==> src/rtl/dmem_pkg.sv <==
// Shared definitions for the byte-addressable data memory.
// Provides: access-size encodings, FSM state type, byte-enable generation
// and load extraction/extension helpers (32-bit word semantics).
package dmem_pkg;

    localparam int unsigned WORD_W = 32;
    localparam int unsigned LANES  = 4;

    localparam logic [1:0] SZ_B   = 2'b00;
    localparam logic [1:0] SZ_H   = 2'b01;
    localparam logic [1:0] SZ_W   = 2'b10;
    localparam logic [1:0] SZ_RSV = 2'b11;

    typedef enum logic {
        SCRUB = 1'b0,
        RUN   = 1'b1
    } state_t;

    // Byte enable for an aligned access of the given size starting at lane.
    function automatic logic [LANES-1:0] lane_be(input logic [1:0] size,
                                                 input logic [1:0] lane);
        logic [LANES-1:0] be;
        be = '0;
        case (size)
            SZ_B:    be = 4'b0001 << lane;
            SZ_H:    be = lane[1] ? 4'b1100 : 4'b0011;
            SZ_W:    be = 4'b1111;
            default: be = '0;
        endcase
        return be;
    endfunction

    // Pick the addressed byte/half, move it to bit 0 and sign/zero extend.
    function automatic logic [WORD_W-1:0] load_extend(input logic [WORD_W-1:0] word,
                                                      input logic [1:0]        size,
                                                      input logic [1:0]        lane,
                                                      input logic              uns);
        logic [7:0]        byte_v;
        logic [15:0]       half_v;
        logic [WORD_W-1:0] res;
        byte_v = word[{lane, 3'b000} +: 8];
        half_v = word[{lane[1], 4'b0000} +: 16];
        case (size)
            SZ_B:    res = uns ? {24'b0, byte_v} : {{24{byte_v[7]}}, byte_v};
            SZ_H:    res = uns ? {16'b0, half_v} : {{16{half_v[15]}}, half_v};
            default: res = word;
        endcase
        return res;
    endfunction

endpackage

==> src/rtl/dmem_array.sv <==
// DEPTH x DATA_W storage with a per-byte write enable and async read port.
// Ports: clk; wr_be/wr_idx/wr_data write port (commits on rising edge);
//        rd_idx -> rd_data combinational read.
module dmem_array #(
    parameter int unsigned DATA_W = 32,
    parameter int unsigned DEPTH  = 64,
    parameter int unsigned IDX_W  = $clog2(DEPTH),
    parameter int unsigned NB     = DATA_W / 8
) (
    input  logic              clk,
    input  logic [NB-1:0]     wr_be,
    input  logic [IDX_W-1:0]  wr_idx,
    input  logic [DATA_W-1:0] wr_data,
    input  logic [IDX_W-1:0]  rd_idx,
    output logic [DATA_W-1:0] rd_data
);

    logic [DATA_W-1:0] mem [DEPTH];

    // Byte-lane write; lanes with a clear enable keep their contents.
    always_ff @(posedge clk) begin
        for (int b = 0; b < int'(NB); b++) begin
            if (wr_be[b]) begin
                mem[wr_idx][b*8 +: 8] <= wr_data[b*8 +: 8];
            end
        end
    end

    assign rd_data = mem[rd_idx];

endmodule

==> src/rtl/data_mem_bytewise.sv <==
// Byte-addressable data memory with LB/LH/LW(U) and SB/SH/SW support.
// Request/response handshake, one-cycle registered read latency, error flag
// for misaligned, out-of-range or reserved-size accesses. After reset the
// whole array is scrubbed to zero (DEPTH cycles) before requests are taken.
// Ports: clk, rst (sync, active high);
//        req_valid/req_ready/req_we/req_size/req_unsigned/req_addr/req_wdata;
//        rsp_valid/rsp_ready/rsp_rdata/rsp_err; busy_init (scrub running).
module data_mem_bytewise
    import dmem_pkg::*;
#(
    parameter int unsigned DATA_W = 32,
    parameter int unsigned DEPTH  = 64,
    parameter int unsigned ADDR_W = 32
) (
    input  logic              clk,
    input  logic              rst,
    input  logic              req_valid,
    output logic              req_ready,
    input  logic              req_we,
    input  logic [1:0]        req_size,
    input  logic              req_unsigned,
    input  logic [ADDR_W-1:0] req_addr,
    input  logic [DATA_W-1:0] req_wdata,
    output logic              rsp_valid,
    input  logic              rsp_ready,
    output logic [DATA_W-1:0] rsp_rdata,
    output logic              rsp_err,
    output logic              busy_init
);

    localparam int unsigned IDX_W = $clog2(DEPTH);
    localparam int unsigned NB    = DATA_W / 8;

    // Load/store lane semantics are defined for 32-bit words only.
    if (DATA_W != 32) begin : g_bad_data_w
        $error("data_mem_bytewise: DATA_W must be 32");
    end

    state_t            state;
    state_t            state_nxt;
    logic [IDX_W-1:0]  cnt;

    logic [1:0]        lane;
    logic [IDX_W-1:0]  idx;
    logic              acc_err;
    logic              accept;
    logic [DATA_W-1:0] store_lanes;

    logic [NB-1:0]     wr_be;
    logic [IDX_W-1:0]  wr_idx;
    logic [DATA_W-1:0] wr_data;
    logic [DATA_W-1:0] rd_data;

    assign lane = req_addr[1:0];
    assign idx  = req_addr[IDX_W+1:2];

    // Any address bit above the array range makes the access out of range.
    assign acc_err = (req_size == SZ_RSV)
                   || ((req_size == SZ_H) && req_addr[0])
                   || ((req_size == SZ_W) && (req_addr[1:0] != 2'b00))
                   || (|(req_addr >> (IDX_W + 2)));

    assign req_ready = !rst && (state == RUN) && (!rsp_valid || rsp_ready);
    assign accept    = req_valid && req_ready;
    assign busy_init = (state == SCRUB);

    // Replicate store data across lanes; the byte enable picks the target.
    always_comb begin
        store_lanes = req_wdata;
        case (req_size)
            SZ_B:    store_lanes = {4{req_wdata[7:0]}};
            SZ_H:    store_lanes = {2{req_wdata[15:0]}};
            default: store_lanes = req_wdata;
        endcase
    end

    // Write port: scrub zeros during SCRUB, otherwise error-free stores.
    always_comb begin
        wr_be   = '0;
        wr_idx  = cnt;
        wr_data = '0;
        if (!rst) begin
            if (state == SCRUB) begin
                wr_be = '1;
            end else if (accept && req_we && !acc_err) begin
                wr_be   = lane_be(req_size, lane);
                wr_idx  = idx;
                wr_data = store_lanes;
            end
        end
    end

    dmem_array #(
        .DATA_W (DATA_W),
        .DEPTH  (DEPTH),
        .IDX_W  (IDX_W),
        .NB     (NB)
    ) u_array (
        .clk     (clk),
        .wr_be   (wr_be),
        .wr_idx  (wr_idx),
        .wr_data (wr_data),
        .rd_idx  (idx),
        .rd_data (rd_data)
    );

    // State register and scrub counter.
    always_ff @(posedge clk) begin
        if (rst) begin
            state <= SCRUB;
            cnt   <= '0;
        end else begin
            state <= state_nxt;
            if (state == SCRUB) begin
                cnt <= cnt + IDX_W'(1);
            end
        end
    end

    // Next state: leave SCRUB after the last index has been written.
    always_comb begin
        state_nxt = state;
        case (state)
            SCRUB:   if (cnt == IDX_W'(DEPTH - 1)) state_nxt = RUN;
            RUN:     state_nxt = RUN;
            default: state_nxt = SCRUB;
        endcase
    end

    // Response register: load on accept, hold under backpressure, else drain.
    always_ff @(posedge clk) begin
        if (rst) begin
            rsp_valid <= 1'b0;
            rsp_rdata <= '0;
            rsp_err   <= 1'b0;
        end else if (accept) begin
            rsp_valid <= 1'b1;
            rsp_err   <= acc_err;
            rsp_rdata <= (acc_err || req_we) ? '0
                       : load_extend(rd_data, req_size, lane, req_unsigned);
        end else if (rsp_ready) begin
            rsp_valid <= 1'b0;
        end
    end

endmodule

==> config.mk <==
export PLATFORM = sky130hd
export DESIGN_NAME = data_mem_bytewise
export DESIGN_NICKNAME = d
export VERILOG_FILES = /design/src/rtl/dmem_pkg.sv /design/src/rtl/dmem_array.sv /design/src/rtl/data_mem_bytewise.sv
export SDC_FILE = /design/constraint.sdc
export NUM_CORES = 2
export LEC_CHECK = 0
export BUFFER_PORTS_ARGS = -buffer_cell sky130_fd_sc_hd__buf_4
export CAP_MARGIN = 20
export CORE_MARGIN = 3
export CORE_UTILIZATION = 63
export DETAILED_ROUTE_END_ITERATION = 16
export GPL_TIMING_DRIVEN = 0
export PLACE_DENSITY_LB_ADDON = 0.1
export SKIP_LAST_GASP = 1
export SLEW_MARGIN = 20
export SYNTH_ARGS = -nofsm -noshare
export SYNTH_HDL_FRONTEND = slang
export SYNTH_SLANG_ARGS = --single-unit
==> constraint.sdc <==
create_clock -name clk -period 7.5 [get_ports clk]
set_clock_uncertainty 0.2 [all_clocks]
set_input_delay 1.5 -clock clk [delete_from_list [all_inputs] [get_ports clk]]
set_output_delay 1.5 -clock clk [all_outputs]
set_load 0.01 [all_outputs]
==> qor.yml <==
run_status: "completed"
cts_made_buffers: 198
drtIter0Drc: 7917
mostFrequentLayoutCell: "edfxtp_1"
r2r_setup_slack_ps: 2300
synth.avg_cell_area_um2: 21.0
timing.final.crit_share_pct: 80.2
netlist_area_mm2: 0.0818
grt_pass1_wl_um: 338000
synth_edf_count: 2048
path_clk_slew_ps: 60
final_nets: 4321
clk_path_buf_depth: 3
period_needed_ps: 6020
end_kind: "register"
final_max_slew_viol_count: 0
cts_setup_buffers: 0
core_mm2: 0.128
detail_route.first_pass.iterations: 8
antenna_left: 0
syn_inst: 3895
maxCapViolCount: 0
min_path_cells: 2
rsz0062_at_grt: "false"
cp-startpoint: "req_addr[4]"
ys_seq_elements: 2089
synthTopCellsByArea: "edfxtp_1 75%, mux4_2 14%, a22oi_1 1.5%"
max_slew_margin_pct: 14.1
ctsHoldBuffers: 0
via_per_inst: 7.24
startpoint_type: "input port"
die_x_um: 366
final_core_util_pct: 72.1
fill_cells: 7587
htreeDepth: 4
antenna_found_initial: 10
p_per_area_mw_per_mm2: 256
hp-start: "rsp_rdata[15]$_SDFFE_PP0N_"
worstMarginPinSlew_ps: 1290
first_global_vias: 43200
total_power_mw: 23.6
layout_common_cells: "2,048 x edfxtp_1, 518 x mux4_2, 294 x nor2_1"
start_util_pct: 63.8
async_flop_share_pct: 0
reg2reg_to: "u_array.mem[61][12]$_DFFE_PP_"
crit_type: "in2reg"
syn_nets: 3968
die_h_um: 366
hold_viol: 0
synth_warnings: 0
routed_wl_um: 246000
die-area_mm2: 0.134
rr_startpoint: "state$_SDFF_PP0_"
port_buffers: 102
hold_class: "reg2reg"
worst_ir_drop_vdd_uv: 264
drc: 0
via_count: 44500
cp.required_ps: 7750
grt-ovfl-total: 0
fp-row-count: 131
avgRoutedWirePerCell_um: 39.9
area_growth_pct: 12.9
placed_cell_area_mm2: 0.0859
grt_max_degree: 65
grt_usage_pct: 37.0
synth_area_leader_cell: "edfxtp_1"
setup_violations: 0
cts_tree: "yes"
synth.top_cell.area_share_pct: 75.2
p_leak_nw: 24.8
worstPathMaxFanout: 10
synth_seq_area_share_pct: 76.2
stdcell_area_mm2: 0.0924
layout-drive-gt1-share_pct: 26.1
min_to: "rsp_rdata[15]$_SDFFE_PP0N_"
ff2ff_path_depth: 7
clkSinkCount: 2089
place_hpwl_um: 168000
ys.flop_type: "edfxtp_1"
cts-root-buf: "clkbuf_16"
clock_latency_ps: 840
critPathArrivalTime_ps: 6270
hold_slack_ps: 263
cts-resized-gates: 0
ios: 108
synth.distinct_cells: 62
fmax_mhz: 166
place.gp.congestion: 0.962
fin_ws_ps: 1480
place_ws_ps: 695
-- worst max path at each step --
stage,to,slack (ps),cells after the start
final,u_array.mem[36][10]$_DFFE_PP_,1480,9
after global routing,u_array.mem[46][22]$_DFFE_PP_,1490,9
after CTS,u_array.mem[62][12]$_DFFE_PP_,1590,9
after detailed placement,u_array.mem[62][11]$_DFFE_PP_,690,9
after global placement,u_array.mem[40][20]$_DFFE_PP_,-5030,7
after floorplan,u_array.mem[0][20]$_DFFE_PP_,420,6
-- critical path, stage by stage --
cell and delay [ps]:
buf_4 190, buf_4 320, clkinv_1 380, buf_2 400, buf_4 350, buf_4 280, o41ai_1 1080, nand2_1 720
nor2_1 970
-- synthesized netlist by cell type (14+ instances only) --
| cell type | count |
|---|---|
| o211ai_1 | 16 |
| buf_4 | 33 |
| a221oi_1 | 14 |
| a21oi_1 | 50 |
| mux2i_1 | 112 |
| mux4_2 | 518 |
| nand2_1 | 150 |
| nor2_1 | 312 |
| a211oi_1 | 30 |
| buf_6 | 38 |
| a22oi_1 | 165 |
| buf_2 | 33 |
| a22o_1 | 15 |
| o21ai_0 | 15 |
| clkbuf_1 | 108 |
| dfxtp_1 | 41 |
| and2_1 | 29 |
| nand3_1 | 26 |
| edfxtp_1 | 2048 |
-- layout make-up --
cell class              instances  area (um2)  area share, %
plain buffers                 232        1430           1.55
clock inverters                93         841          0.910
flip-flops and latches       2089       62300           67.5
inverters                       9        33.8         0.0366
multi-input cells            1565       18300           19.8
clock buffers                 276        5550           6.00
diodes                          8        20.0         0.0217
well taps                    1729        2160           2.34
repair buffers                153        1700           1.84
-- state kept, by name, summed over array words and instances, names as in the netlist --
name	flops
u_array.mem	2048
rsp_rdata	32
cnt	6
rsp_err	1
rsp_valid	1
state	1
-- stage by stage --
| stage | std cells | setup TNS [ps] |
|---|---|---|
| 3_3_place_gp | 5726 | -625710 |
| 6_report | 6154 | 0 |
| 2_1_floorplan | 3895 | 0 |
| 3_5_place_dp | 5775 | 0 |
| 4_1_cts | 6144 | 0 |
| 5_1_grt | 6146 | 0 |
-- metal layers --
layer  up-vias  routed length, um  track usage, %  part of all wire [%]
met1     23000              85300            50.8                    35
met3       704              38000            14.5                    15
li1      17000                  -               -                     -
met4        18              12900            16.3                   5.3
met5         -                494               0                  0.20
met2      3819             109000            53.5                    44
-- power breakdown --
part | total [mW] | switching [mW] | internal (mW)
Sequential | 12.7 | 0.0100 | 12.7
Combinational | 1.06 | 0.749 | 0.315
Clock | 9.91 | 4.28 | 5.63
Total | 23.6 | 5.04 | 18.6
-- logic make-up (layout without fill, tap and decap cells) --
logic type | count (synthesis) | count (layout) | share of synthesized area, %
AO/OA/AOI/OAI | 351 | 351 | 3.17
XOR/XNOR | 4 | 4 | 0.0428
adder cells (fa/ha/maj) | 1 | 1 | 0.0153
buffers and inverters | 241 | 763 | 1.75
flip-flops | 2089 | 2089 | 76.2
multiplexers | 639 | 639 | 15.9
other | 0 | 8 | 0
AND/OR/NAND/NOR | 570 | 570 | 2.95
Note: power is estimated with default switching activity, not from simulation.
